[config.mk]
export PLATFORM = sky130hd
export DESIGN_NAME = adder_tree_serial_acc
export DESIGN_NICKNAME = d
export VERILOG_FILES = /design/src/rtl/adder_tree_pkg.sv /design/src/rtl/adder_tree_acc_dp.sv /design/src/rtl/adder_tree_serial_acc.sv
export SDC_FILE = /design/constraint.sdc
export NUM_CORES = 1
export LEC_CHECK = 0
export ABC_AREA = 1
export CORE_AREA = 2 2 90 92
export DETAILED_ROUTE_END_ITERATION = 10
export DIE_AREA = 0 0 92 94
export PLACE_DENSITY = 0.87
export SLEW_MARGIN = 5
export SYNTH_ARGS = -nofsm -noshare
export SYNTH_HDL_FRONTEND = slang
export SYNTH_SLANG_ARGS = --single-unit
[constraint.sdc]
create_clock -name clk -period 2.7 [get_ports clk]
set_input_delay 0.54 -clock clk [delete_from_list [all_inputs] [get_ports clk]]
set_output_delay 0.54 -clock clk [all_outputs]
set_load 0.02 [all_outputs]
[src/rtl/adder_tree_pkg.sv]
// ----------------------------------------------------------------------------
// adder_tree_pkg
// Shared types and helpers for the serial signed adder tree.
//   state_t : control FSM states (ACC = collecting operands, DONE = result held)
//   sum_w   : exact result width for n operands of a given width
//   sext    : sign-extend the low 'from' bits of x to 'to' bits (upper bits zero)
// ----------------------------------------------------------------------------
package adder_tree_pkg;

    // Widest vector the sext helper can handle.
    localparam int MAX_W = 64;

    // Wide enough for an operand count up to 16.
    localparam int CNT_W = 5;

    typedef enum logic {
        ACC  = 1'b0,
        DONE = 1'b1
    } state_t;

    function automatic int sum_w(input int op_w, input int n);
        return op_w + $clog2(n);
    endfunction

    function automatic logic [MAX_W-1:0] sext(input logic [MAX_W-1:0] x,
                                              input int               from,
                                              input int               to);
        logic [MAX_W-1:0] r;
        r = '0;
        for (int i = 0; i < MAX_W; i++) begin
            if (i < to) begin
                r[i] = (i < from) ? x[i] : x[from-1];
            end
        end
        return r;
    endfunction

endpackage

[src/rtl/adder_tree_acc_dp.sv]
// ----------------------------------------------------------------------------
// adder_tree_acc_dp
// Accumulator datapath: running sum and operand count for one group.
// Ports:
//   clk, rst_n   clock, async active-low reset
//   i_clr        drop the partial group (acc and count to zero)
//   i_add        accumulate i_data; wraps to empty on the last operand
//   i_load       start a new group with i_data as its first operand
//   i_data       signed operand, width bits
//   o_last       current operand would be the last of the group
//   o_sum_nxt    acc + sext(i_data), the group sum when o_last is set
// ----------------------------------------------------------------------------
module adder_tree_acc_dp
    import adder_tree_pkg::*;
#(
    parameter int unsigned width   = 20,
    parameter int unsigned NUM_OPS = 5,
    parameter int unsigned SUM_W   = 23
) (
    input  logic             clk,
    input  logic             rst_n,
    input  logic             i_clr,
    input  logic             i_add,
    input  logic             i_load,
    input  logic [width-1:0] i_data,
    output logic             o_last,
    output logic [SUM_W-1:0] o_sum_nxt
);

    logic [SUM_W-1:0] r_acc;
    logic [CNT_W-1:0] r_cnt;
    logic [SUM_W-1:0] w_data_ext;

    assign w_data_ext = SUM_W'(sext(MAX_W'(i_data), width, SUM_W));
    assign o_sum_nxt  = r_acc + w_data_ext;
    assign o_last     = (r_cnt == CNT_W'(NUM_OPS - 1));

    // Priority: clear, then accumulate, then load of a new group's first operand.
    always_ff @(posedge clk or negedge rst_n) begin
        if (!rst_n) begin
            r_acc <= '0;
            r_cnt <= '0;
        end else if (i_clr) begin
            r_acc <= '0;
            r_cnt <= '0;
        end else if (i_add) begin
            if (o_last) begin
                // Result leaves through the top's output register.
                r_acc <= '0;
                r_cnt <= '0;
            end else begin
                r_acc <= o_sum_nxt;
                r_cnt <= r_cnt + CNT_W'(1);
            end
        end else if (i_load) begin
            r_acc <= w_data_ext;
            r_cnt <= CNT_W'(1);
        end
    end

endmodule

[src/rtl/adder_tree_serial_acc.sv]
// ----------------------------------------------------------------------------
// adder_tree_serial_acc
// Serial signed adder: sums NUM_OPS operands taken one per valid/ready beat
// and presents the exact sum on a registered valid/ready output.
// Ports:
//   clk, rst_n   clock, async active-low reset
//   flush        abort the partial group (ignored while a result is pending)
//   in_valid     operand valid
//   in_ready     operand ready (combinational from state, flush and out_ready)
//   in_data      signed operand, width bits
//   out_valid    sum valid (registered)
//   out_ready    downstream accepts the sum
//   out_sum      signed group sum, SUM_W bits (registered)
//   out_cnt      groups delivered, wraps at 255 (registered)
// ----------------------------------------------------------------------------
module adder_tree_serial_acc
    import adder_tree_pkg::*;
#(
    parameter int unsigned width   = 20,
    parameter int unsigned NUM_OPS = 5,
    parameter int unsigned SUM_W   = sum_w(width, NUM_OPS)
) (
    input  logic             clk,
    input  logic             rst_n,
    input  logic             flush,
    input  logic             in_valid,
    output logic             in_ready,
    input  logic [width-1:0] in_data,
    output logic             out_valid,
    input  logic             out_ready,
    output logic [SUM_W-1:0] out_sum,
    output logic [7:0]       out_cnt
);

    state_t           r_state;
    state_t           w_state_nxt;
    logic             r_out_valid;
    logic [SUM_W-1:0] r_out_sum;
    logic [7:0]       r_out_cnt;

    logic             w_in_ready;
    logic             w_dp_clr;
    logic             w_dp_add;
    logic             w_dp_load;
    logic             w_complete;
    logic             w_take;
    logic             w_last;
    logic [SUM_W-1:0] w_sum_nxt;

    adder_tree_acc_dp #(
        .width   (width),
        .NUM_OPS (NUM_OPS),
        .SUM_W   (SUM_W)
    ) u_dp (
        .clk       (clk),
        .rst_n     (rst_n),
        .i_clr     (w_dp_clr),
        .i_add     (w_dp_add),
        .i_load    (w_dp_load),
        .i_data    (in_data),
        .o_last    (w_last),
        .o_sum_nxt (w_sum_nxt)
    );

    always_ff @(posedge clk or negedge rst_n) begin
        if (!rst_n) begin
            r_state <= ACC;
        end else begin
            r_state <= w_state_nxt;
        end
    end

    always_comb begin
        w_state_nxt = r_state;
        w_in_ready  = 1'b0;
        w_dp_clr    = 1'b0;
        w_dp_add    = 1'b0;
        w_dp_load   = 1'b0;
        w_complete  = 1'b0;
        unique case (r_state)
            ACC: begin
                if (flush) begin
                    // Operand presented alongside flush is dropped.
                    w_dp_clr = 1'b1;
                end else begin
                    w_in_ready = 1'b1;
                    if (in_valid) begin
                        w_dp_add = 1'b1;
                        if (w_last) begin
                            w_complete  = 1'b1;
                            w_state_nxt = DONE;
                        end
                    end
                end
            end
            DONE: begin
                // flush has no effect here; the pending result must be delivered.
                w_in_ready = out_ready;
                if (out_ready) begin
                    w_state_nxt = ACC;
                    // No bubble: the operand on the handshake cycle opens the next group.
                    w_dp_load   = in_valid;
                end
            end
        endcase
    end

    assign w_take = r_out_valid & out_ready;

    always_ff @(posedge clk or negedge rst_n) begin
        if (!rst_n) begin
            r_out_valid <= 1'b0;
            r_out_sum   <= '0;
            r_out_cnt   <= '0;
        end else begin
            if (w_complete) begin
                r_out_valid <= 1'b1;
                r_out_sum   <= w_sum_nxt;
            end else if (w_take) begin
                r_out_valid <= 1'b0;
            end
            if (w_take) begin
                r_out_cnt <= r_out_cnt + 8'd1;
            end
        end
    end

    assign in_ready  = w_in_ready;
    assign out_valid = r_out_valid;
    assign out_sum   = r_out_sum;
    assign out_cnt   = r_out_cnt;

endmodule
## After elaboration in Yosys (flattened, before gate mapping)

Index checks and enable logic that the tools add are counted.

| cells by class | value |
|---|---|
| equality and inequality tests | 1 |
| muxes and demuxes | 25 |
| reductions and logical operators | 2 |
| divide/modulo/power cells | 0 |
| bitwise logic cells | 2 |
| multipliers | 0 |
| shift operators | 0 |
| $add $sub $neg | 3 |
| magnitude comparators | 0 |

Operator list:

| kind | count |
|---|---|
| $mux 23 | 4 |
| $add 23x23->23 | 1 |
| $mux 5 | 4 |
| $mux 1 | 15 |
| $add 8x1->8 const B | 1 |
| $add 5x1->5 const B | 1 |
| $eq 5x3->1 const B | 1 |
| $pmux 1 s2 | 2 |
| $reduce_bool 3->1 | 1 |
| $reduce_bool 2->1 | 1 |
| $and 1x1->1 | 1 |
| $not 1->1 | 1 |

| storage, ports and cells | value |
|---|---|
| ROM bits | 0 |
| memory bits (writable) | 0 |
| bits in latches | 0 |
| memories | 0 |
| register bits | 61 |
| output and inout bits | 33 |

## Longest topological paths before layout

Gate-level depths: netlist of run 1.

| logic depth | value |
|---|---|
| depth after elaboration | 6 |
| depth in mapped cells | 14 |

## Modules after synthesis

A second synthesis of run 1 with hierarchy kept.

| second synthesis, totals | value |
|---|---|
| cell total of the unflattened synthesis | 613 |
| area total of the unflattened synthesis | 4281.6 um2 |

By module, submodules not included:

| module | area an instance (um2) | times used | cells an instance |
|---|---|---|---|
| adder_tree_acc_dp | 2881.5 | 1 | 460 |
| adder_tree_serial_acc | 1400.1 | 1 | 153 |

## Worst setup path after synthesis of run 1

No wires, ideal clock.

| timing path | value |
|---|---|
| path type | input to register |
| from | input in_data[0] |
| to | register u_dp.r_acc[16] |
| stages on the path | 14 |
| setup slack | 0.677 ns |
| data required time | 2.584 ns |
| path buffers | 0 |
| data arrival time | 1.906 ns |
| setup time | 0.116 ns |
| path through | ha_1 -> fa_1 -> nand3_1 -> nand3_2 -> nand2_1 -> nand3_2 -> nand2_1 -> nand2_1 -> nand2_1 -> nand2_1 -> nand2_1 -> nand2_1 -> nand2_1 -> nand2_1 |

| between the ends | value |
|---|---|
| longest elaborated chain between the ends | 4 |

RTL lines:

| element | RTL line | RTL |
|---|---|---|
| from (decl) | adder_tree_serial_acc.sv:28 | `input logic [width-1:0] in_data,` |
| $add 23x23->23 | adder_tree_acc_dp.sv:35 | `assign o_sum_nxt = r_acc + w_data_ext;` |
| $mux 23 | adder_tree_acc_dp.sv:47 | `if (o_last) begin` |
| $mux 23 | adder_tree_acc_dp.sv:46 | `end else if (i_add) begin` |
| $mux 23 | adder_tree_acc_dp.sv:43 | `end else if (i_clr) begin` |
| to (signal assigned) | adder_tree_acc_dp.sv:52 | `r_acc <= o_sum_nxt;` |
| to (signal assigned) | adder_tree_acc_dp.sv:56 | `r_acc <= w_data_ext;` |
| to (decl) | adder_tree_acc_dp.sv:30 | `logic [SUM_W-1:0] r_acc;` |

No other way between the ends.
A chain may end at the register's enable or synchronous reset.

## Worst setup path after layout of run 1

| timing path | value |
|---|---|
| from | input out_ready |
| to | output in_ready |

| between the ends | value |
|---|---|
| longest elaborated chain between the ends | 1 |

RTL lines:

| element | RTL line | RTL |
|---|---|---|
| from (decl) | adder_tree_serial_acc.sv:30 | `input logic out_ready,` |
| $pmux 1 s2 | adder_tree_serial_acc.sv:80 | `unique case (r_state)` |
| to (decl) | adder_tree_serial_acc.sv:27 | `output logic in_ready,` |

No other way between the ends.

==> flow_summary.toml, run 1 <==
[clock_tree]
clock_path_buffers = 2
clk_pin_slew_ns = 0.08
numClockSinks = 61
cts-root-buf = "clkbuf_8"
cts_resized = 0
hold_buffers = 0
insertion_delay_ns = 0.35
cts_tree = "yes"
htree_levels = 3
numCtsBuffers = 9
post-cts-setup-buffers = 0

[timing]
fin_crit_ns = 2.435
rsz0062_at_grt = "no"
finClkSkew_ns = 0.01185
slew_headroom = 0.4546
timing.setup.tns_ns = 0
hold_viol = 0
worstMarginPinSlew_ns = 0.8172
setup_violations = 0
fin_crit_sh = 0.9019
drv_slew = 0
max_freq_mhz = 410.7

[setup_path]
r2r-start = "u_dp.r_acc[0]"
reg2reg_depth = 14
cp.required_ns = 2.16
end_kind = "primary output"
startpoint_type = "primary input"
path_max_fanout = 4
reg2reg_to = "u_dp.r_acc[16]"
r2r_setup_slack_ns = 0.60
cp_data_arrival_time_ns = 1.90
path_class = "in -> out"

[cells_and_area]
drive_gt1_frac = 0.09692
fin_nets = 696
final_common_cell = "nand2_1"
synthToLayoutAreaGrowth_pct = 20.79
fillCellCount = 676
diodes = 0
register_area_um2 = 1526
layout_common_cells = "nand2_1, dfrtp_1, clkdlybuf4s50_1, inv_1, nand3_1"
finalNonFillerCells = 752
multiInputGateArea_um2 = 2365

[hold_path]
hold_class = "in -> async"

[floorplan]
fp-row-count = 32
start_util = 0.5523
floorplan.core_area_um2 = 7607
floorplan.die_area_um2 = 8648
num_io_pins = 58
fp.dieW_um = 92
die_height_um = 94

[grt]
grt_overflow_total = 0
grt_pass1_wl_mm = 18.46
grt_max_degree = 62
grt_pass1_vias = 3949
antenna_found_initial = 0
grt_usage = 0.2714

[synth]
synth_top_area_share = 0.3633
ys_ff_latch = 61
synth_xor_area_frac = 0.03544
ys_types = 39
mappedNetlistArea_um2 = 4202
synthTopCellsByArea = "dfrtp_1, nand2_1, ha_1"
synth_simple_gate_area_frac = 0.3574
synth_area_per_cell_um2 = 7.257
synth.largest_area_cell = "dfrtp_1"
synth-seq-area-share = 0.3633
postSynthCellCount = 579
synth_nets = 630
synth_top_family_by_area = "simple AND/OR/NAND/NOR gates"
synth-compound-area-share = 0.09083
synth_mux_area_frac = 0
synthAdderAreaFrac = 0.07921
yosys_warnings = 0

[run]
cap_violations = 0

[outcome]
status = "completed"

[placement]
dp.cells = 736
dp_hpwl_mm = 8.255
gp_congestion = 0.9190
port_buffers = 57

[routing]
firstDrtPassIters = 5
vias = 3981
routedWlPerCell_um = 14.73
drc = 0
routed_wl_mm = 11.08
via_per_inst = 5.294
drtIter0Drc = 273
ant_nets = 0

[power]
pwr-share-clk = 0.263
swShare = 0.3745
p_comb_frac = 0.371
pwr_density_cell_nw_per_um2 = 626.7
pwr-share-seq = 0.366
ir_drop_mv = 0.3635
intPower_w = 0.001989
power_leakage_nw = 2.718
power.switching_w = 0.001191
-- metal layers --
layer / track usage / wire length [um] / up-vias
met4: 0.09204 / 204 / 0
met3: 0.03772 / 507 / 20
li1: - / - / 2002
met1: 0.3462 / 4936 / 1847
met5: 0 / 0 / -
met2: 0.4749 / 5429 / 112
-- cell type report --
class | instances | area share
clock inverters | 7 | 0.01479
inverters | 59 | 0.04413
clock buffers | 9 | 0.02441
well taps | 102 | 0.02515
repair buffers | 66 | 0.1248
multi-input cells | 448 | 0.4660
flip-flops and latches | 61 | 0.3008
-- cells by family (layout without fill, tap and decap cells) --
kind of cell	count (synthesis)	count (layout)
XOR/XNOR	17	17
AO/OA/AOI/OAI	64	64
AND/OR/NAND/NOR	341	341
adder cells (fa/ha/maj)	26	26
flip-flops	61	61
buffers and inverters	70	141
-- through the flow --
step / util / setup WS [ns] / area (um2) / hold WS (ns) / total power (W)
floorplan: - / 0.6772 / 4202 / 0.2444 / 0.001896
global placement: 0.6410 / 0.08092 / 4876 / 0.4556 / 0.002327
detailed placement: 0.6410 / 0.02203 / 4876 / 0.4613 / 0.002353
CTS: 0.6671 / 0.2528 / 5075 / 0.3778 / 0.003194
global route: 0.6671 / 0.1615 / 5075 / 0.4302 / 0.003373
finish: 0.6671 / 0.2649 / 5075 / 0.3399 / 0.003180
-- sequential cells by signal, summed over array words and instances (netlist names) --
name / flops
out_sum: 23
u_dp.r_acc: 23
out_cnt: 8
u_dp.r_cnt: 5
out_valid: 1
r_state: 1
-- Yosys cell counts --
library cell and number:
xnor2_1 10, nor2_1 24, a31oi_1 3, o21bai_2 1, o211a_1 1, buf_6 2
nand2_1 233, nand3b_1 4, o21ai_0 25, inv_1 52, o211ai_1 1, inv_2 6
and2_2 1, nand4_2 2, o21ai_1 2, ha_1 25, nand2_2 7, a21oi_1 18
o21bai_1 2, clkbuf_8 2, o22ai_1 1, dfrtp_1 61, clkbuf_1 1, and2_1 1
nor3_1 3, or2_1 2, nor3_2 1, nand3_1 41, buf_2 5, nand3_2 5
buf_4 1, nand4_1 8, xor2_1 7, nor2_4 5, nor2_2 4, fa_1 1
a22o_1 6, inv_4 1, a21oi_2 4
-- worst max-delay path by stage --
stage                     endpoint  startpoint
floorplan           u_dp.r_acc[16]  in_data[0]
global placement    u_dp.r_acc[16]  in_data[0]
detailed placement  u_dp.r_acc[10]  in_data[0]
CTS                       in_ready   out_ready
global route        u_dp.r_acc[16]  in_data[0]
finish                    in_ready   out_ready
-- power groups by stage --
| stage | Clock (W) | Combinational [W] | Sequential [W] |
|---|---|---|---|
| 4_1_cts | 0.000849 | 0.00118 | 0.00117 |
| 5_1_grt | 0.000889 | 0.00130 | 0.00118 |
| 6_report | 0.000836 | 0.00118 | 0.00117 |
| 3_3_place_gp | 0 | 0.00115 | 0.00117 |
| 2_1_floorplan | 0 | 0.000584 | 0.00131 |
| 3_5_place_dp | 0 | 0.00117 | 0.00118 |
-- worst max-delay path, stage by stage --
cell             delay, ns
clkdlybuf4s50_1       0.51
nor2_1                0.07
nor2_1                0.15
clkdlybuf4s50_1       0.63
Power figures use the tool's default switching activity.
==> run 2, diff against run 1 <==
CORE_AREA = 2 2 114 116   (was 2 2 90 92)
DIE_AREA = 0 0 116 118   (was 0 0 92 94)
PLACE_DENSITY = default   (was 0.87)
SYNTH_HIERARCHICAL = 1   (was default)
==> run 2 against run 1 <==
Compared with the run above:
- design area grew 6.7%
- synthesized area grew 1.9%
- clock skew shrank 0.0078 ns
- largest power group is now clock
- critical path depth is the same
- hold slack lost 0.11 ns
- first-iteration DRC count shrank 12%
- register-to-register slack lost 0.05 ns
- utilization shrank 23 points
- setup slack lost 0.049 ns
- combinational power shrank 34%
- synthesized cell count grew 5.9%
- critical endpoint unchanged
==> flow_summary.toml, run 2 <==
[outcome]
status = "completed"

[setup_path]
critPathMaxStageDelay_ns = 0.63
end_kind = "primary output"
critPathBufInv = 3
crit_top_cell = "clkdlybuf4s50_1"
cp.required_ns = 2.16
r2r_setup_slack_ns = 0.55
cp_data_arrival_time_ns = 1.94
path_max_fanout = 5
reg2reg_depth = 13
crit_slowest_cell = "clkdlybuf4s50_1"
reg2reg_to = "out_sum[18]"
crit_family = "buffers and inverters"
r2r-start = "u_dp/r_acc[0]"
startpoint_type = "primary input"
crit_chain = "clkdlybuf4s50_1 -> inv_1 -> a21oi_1 -> clkdlybuf4s50_1"
path_class = "in -> out"

[routing]
drc = 0
routed_wl_mm = 11.61
drtIter0Drc = 240
routedWlPerCell_um = 13.47
vias = 4026
via_per_inst = 4.671
ant_nets = 0
firstDrtPassIters = 4

[timing]
fin_crit_sh = 0.9201
fin_crit_ns = 2.484
finClkSkew_ns = 0.004082
hold_viol = 0
worstMarginPinSlew_ns = 0.6249
max_freq_mhz = 402.5
rsz0062_at_grt = "no"
slew_headroom = 0.5834
hold_ws_ns = 0.2297
drv_slew = 0
setup_violations = 0

[synth]
ys.flop_type = "dfrtp_1"
yosys_warnings = 6
ys_types = 33
synth_commonest_cells = "nand2_1, inv_1, dfrtp_1, nand3_1, nor2_1"
synth-compound-area-share = 0.07715
synth_simple_gate_area_frac = 0.3521
synth_top_area_share = 0.3565
synthMostInstantiatedCell = "nand2_1"
async_flop_share = 1.000
synth-edff-count = 0
synthTopCellsByArea = "dfrtp_1, nand2_1, inv_1"
postSynthCellCount = 613
synth_nets = 664
synth.largest_area_cell = "dfrtp_1"
synth_area_per_cell_um2 = 6.985
mappedNetlistArea_um2 = 4282
synthAdderAreaFrac = 0.07773
ys_ff_latch = 61
synth_top_family_by_area = "simple AND/OR/NAND/NOR gates"
synth_mux_area_frac = 0.002630
synth-seq-area-share = 0.3565
synth_xor_area_frac = 0.03887

[floorplan]
floorplan.core_area_um2 = 12410
start_util = 0.3449
die_height_um = 118
floorplan.die_area_um2 = 13690
fp-row-count = 41
fp.dieW_um = 116
num_io_pins = 58

[clock_tree]
numCtsBuffers = 9
htree_levels = 3
clock_path_buffers = 2
post-cts-setup-buffers = 0
cts-root-buf = "clkbuf_16"
insertion_delay_ns = 0.33
cts_tree = "yes"
clk_pin_slew_ns = 0.05
hold_buffers = 0
numClockSinks = 61
cts_resized = 0

[power]
power_leakage_nw = 2.876
pwr-share-clk = 0.381
intPower_w = 0.001972
pwr-share-seq = 0.350
power.switching_w = 0.0009194
report.power.total_w = 0.002891
p_comb_frac = 0.269
pwr_density_cell_nw_per_um2 = 533.7
swShare = 0.3180
ir_drop_mv = 0.2851

[grt]
grt_pass1_vias = 3989
antenna_found_initial = 0
grt_usage = 0.1822
grt_overflow_total = 0
grt_max_degree = 37
grt_pass1_wl_mm = 19.61

[cells_and_area]
drive_gt1_frac = 0.07971
fillCellCount = 1326
fin_nets = 737
final_common_cell = "nand2_1"
utilization = 0.4363
layout_common_cells = "nand2_1, inv_1, dfrtp_1, clkdlybuf4s50_1, nand3_1"
diodes = 0
synthToLayoutAreaGrowth_pct = 26.50

[run]
cap_violations = 0

[placement]
gp_congestion = 0.9173
port_buffers = 57
dp_hpwl_mm = 9.188

[hold_path]
hold_class = "in -> async"
## run 2: cell types whose count changed in the layout (fill, tap and decap cells not counted), sizes merged, moves of 6 or more
cell,previous run,this run
inv,60,89
nand3,46,56
a22o,6,0
o21a,0,6
nor2,33,42
buf,10,18
and2,2,8
nand2,240,221
## run 2: how the worst max path moves through the flow
stage,from,endpoint,slack [ns],cells after the start
floorplan,in_data[0],out_sum[18],0.57,13
global placement,in_data[0],out_sum[18],-0.04,14
detailed placement,in_data[0],out_sum[18],-0.06,14
CTS,out_ready,in_ready,0.22,4
global route,in_data[0],out_sum[18],0.09,14
finish,out_ready,in_ready,0.22,4
## run 2: power groups by stage
stage | clock [W] | combinational [W] | sequential (W)
2_1_floorplan | 0 | 0.000476 | 0.00105
3_3_place_gp | 0 | 0.000772 | 0.00102
3_5_place_dp | 0 | 0.000779 | 0.00103
4_1_cts | 0.00112 | 0.000781 | 0.00101
5_1_grt | 0.00117 | 0.000879 | 0.00102
6_report | 0.00110 | 0.000777 | 0.00101
## run 2: per-stage QoR
step | TNS (ns) | area (um2) | instances | setup slack [ns]
2_1_floorplan | 0 | 4282 | 613 | 0.5666
5_1_grt | 0 | 5416 | 862 | 0.09175
4_1_cts | 0 | 5416 | 862 | 0.2241
3_3_place_gp | -0.03815 | 5130 | 847 | -0.03779
3_5_place_dp | -0.09964 | 5130 | 847 | -0.06412
6_report | 0 | 5416 | 862 | 0.2156
## run 2: worst register-to-register path: stages (launching register included)
cell	delay, ns
dfrtp_1	0.38
ha_1	0.21
fa_1	0.40
nand2_1	0.12
nand2_1	0.06
nand3_1	0.08
nand2_2	0.09
nand2_1	0.07
nand3_1	0.11
nand3_1	0.14
nand3b_1	0.11
and2_1	0.17
nand3_1	0.07
nand2_1	0.05
## run 2: logic make-up (layout without fill, tap and decap cells)
family                     count (synthesis)  after routing
and+or+nand+nor                          345            345
buffers and inverters                    101            178
DFF                                       61             61
AOI/OAI and AO/OA                         60             60
adders and majority gates                 26             26
xor gates and xnor gates                  19             19
muxes                                      1              1
## run 2: layer usage
| layer | vias to the layer above | GRT usage | part of all wire |
|---|---|---|---|
| met5 | - | 0 | 0 |
| li1 | 2075 | - | - |
| met2 | 84 | 0.2950 | 0.47 |
| met1 | 1862 | 0.2519 | 0.48 |
| met4 | 0 | 0.04688 | 0.0087 |
| met3 | 5 | 0.02987 | 0.041 |
## run 2: final cells by class
type | instances | area [um2] | share of cell area
multi-input combinational | 451 | 2349 | 0.4336
sequential | 61 | 1526 | 0.2818
timing repair buffer | 74 | 705.7 | 0.1303
inverter | 89 | 334.1 | 0.06168
clock buffer | 12 | 266.5 | 0.04920
tap | 172 | 215.2 | 0.03973
clock inverter | 3 | 20.02 | 0.003696
==> run 3, diff against run 2 <==
CTS_BUF_LIST = sky130_fd_sc_hd__clkbuf_16   (was default)
==> run 3 against run 2 <==
Compared with the run above:
- design area is 0.55% lower
- utilization decreased by 0.24 points
- hold slack gained 0.0011 ns
- first-iteration DRC count shrank 1.7%
- setup slack about the same
- critical path depth is the same
- critical path type unchanged
- critical endpoint unchanged
- highest routed layer unchanged
==> flow_summary.toml, run 3 (synthesis gave the netlist of run 2 again) <==
[setup_path]
startpoint_type = "primary input"
path_class = "in -> out"
cp_data_arrival_time_ns = 1.94
cp.required_ns = 2.16
path_max_fanout = 5
end_kind = "primary output"

[grt]
grt_max_degree = 37
grt_overflow_total = 0
grt_pass1_wl_mm = 19.60
antenna_found_initial = 0
grt_usage = 0.1822
grt_pass1_vias = 3994

[timing]
setup_slack_ns = 0.2159
rsz0062_at_grt = "no"
finClkSkew_ns = 0.004290
hold_viol = 0
worstMarginPinSlew_ns = 0.6311
drv_slew = 0
fin_crit_ns = 2.484
timing.setup.tns_ns = 0
slew_headroom = 0.5793
setup_violations = 0
max_freq_mhz = 402.6
fin_crit_sh = 0.9200

[clock_tree]
hold_buffers = 0
insertion_delay_ns = 0.33
numClockSinks = 61
clk_pin_slew_ns = 0.05
htree_levels = 3
cts_resized = 0
clock_path_buffers = 2
cts_tree = "yes"
numCtsBuffers = 9
post-cts-setup-buffers = 0
cts-root-buf = "clkbuf_16"

[run]
cap_violations = 0

[cells_and_area]
layout_common_cells = "nand2_1, inv_1, dfrtp_1, clkdlybuf4s50_1, nand3_1"
diodes = 0
finalNonFillerCells = 862
fillCellCount = 1330
final_common_cell = "nand2_1"
synthToLayoutAreaGrowth_pct = 25.80
drive_gt1_frac = 0.07536
fin_nets = 737

[routing]
ant_nets = 0
routed_wl_mm = 11.62
via_per_inst = 4.684
routedWlPerCell_um = 13.48
firstDrtPassIters = 4
vias = 4038
drc = 0
drtIter0Drc = 236

[placement]
dp_hpwl_mm = 9.188
gp_congestion = 0.9173
place_ws_ns = -0.06412
port_buffers = 57
dp.cells = 847

[floorplan]
die_height_um = 118
fp-row-count = 41
num_io_pins = 58
fp.dieW_um = 116
floorplan.die_area_um2 = 13690
start_util = 0.3449
floorplan.core_area_um2 = 12410

[power]
power_leakage_nw = 2.859
pwr_density_cell_nw_per_um2 = 520.3
ir_drop_mv = 0.2465

[outcome]
status = "completed"

[hold_path]
hold_class = "in -> async"
==> run 3: cell types whose count changed in the layout (fill, tap and decap cells not counted) <==
cell | before | now
clkbuf_8 | 3 | 0
clkinv_1 | 0 | 3
==> run 3: report_power, final <==
| group | switching [W] | internal [W] |
|---|---|---|
| clock | 0.000409 | 0.000603 |
| sequential | 0.0000377 | 0.000975 |
| combinational | 0.000470 | 0.000308 |
| total | 0.000917 | 0.00189 |
==> run 3: layer usage <==
metal,track usage,routed length (um),share of wire
met3,0.02832,478,0.041
met1,0.2519,5583,0.48
met4,0.05134,131,0.011
met5,0,0,0
met2,0.2939,5428,0.47
==> run 3: worst paths after layout <==
path / from / to / slack, ns / cells past startpoint
min in group clk: out_sum[0] / out_sum[0] / 0.47 / 2
worst max register to register: u_dp/r_acc[0] / out_sum[18] / 0.55 / 13
worst min-delay path: rst_n / out_sum[3] / 0.23 / 1
worst min register to register: out_sum[0] / out_sum[0] / 0.47 / 2
worst max-delay path: out_ready / in_ready / 0.22 / 4
max in group asynchronous: rst_n / out_sum[15] / 1.86 / 2
==> run 3: critical path, cell delays in order <==
cell,delay (ns)
clkdlybuf4s50_1,0.54
inv_1,0.10
a21oi_1,0.14
clkdlybuf4s50_1,0.63
==> run 3: area by class of cell <==
type                            count  area (um2)  share of cell area
Tap cell                          172       215.2             0.03995
Inverter                           89       334.1             0.06202
Clock buffer                        9       225.2             0.04181
Sequential cell                    61        1526              0.2834
Clock inverter                      6       31.28            0.005807
Multi-Input combinational cell    451        2349              0.4360
Timing Repair Buffer               74       705.7              0.1310
==> run 3: per-stage QoR <==
stage / util / power (W) / instance area, um2 / hold slack [ns]
floorplan: - / 0.001524 / 4282 / 0.2444
global placement: 0.4132 / 0.001797 / 5130 / 0.4566
CTS: 0.4339 / 0.002828 / 5386 / 0.2568
global route: 0.4339 / 0.002980 / 5386 / 0.2791
finish: 0.4339 / 0.002803 / 5386 / 0.2308
detailed placement: 0.4132 / 0.001806 / 5130 / 0.4631
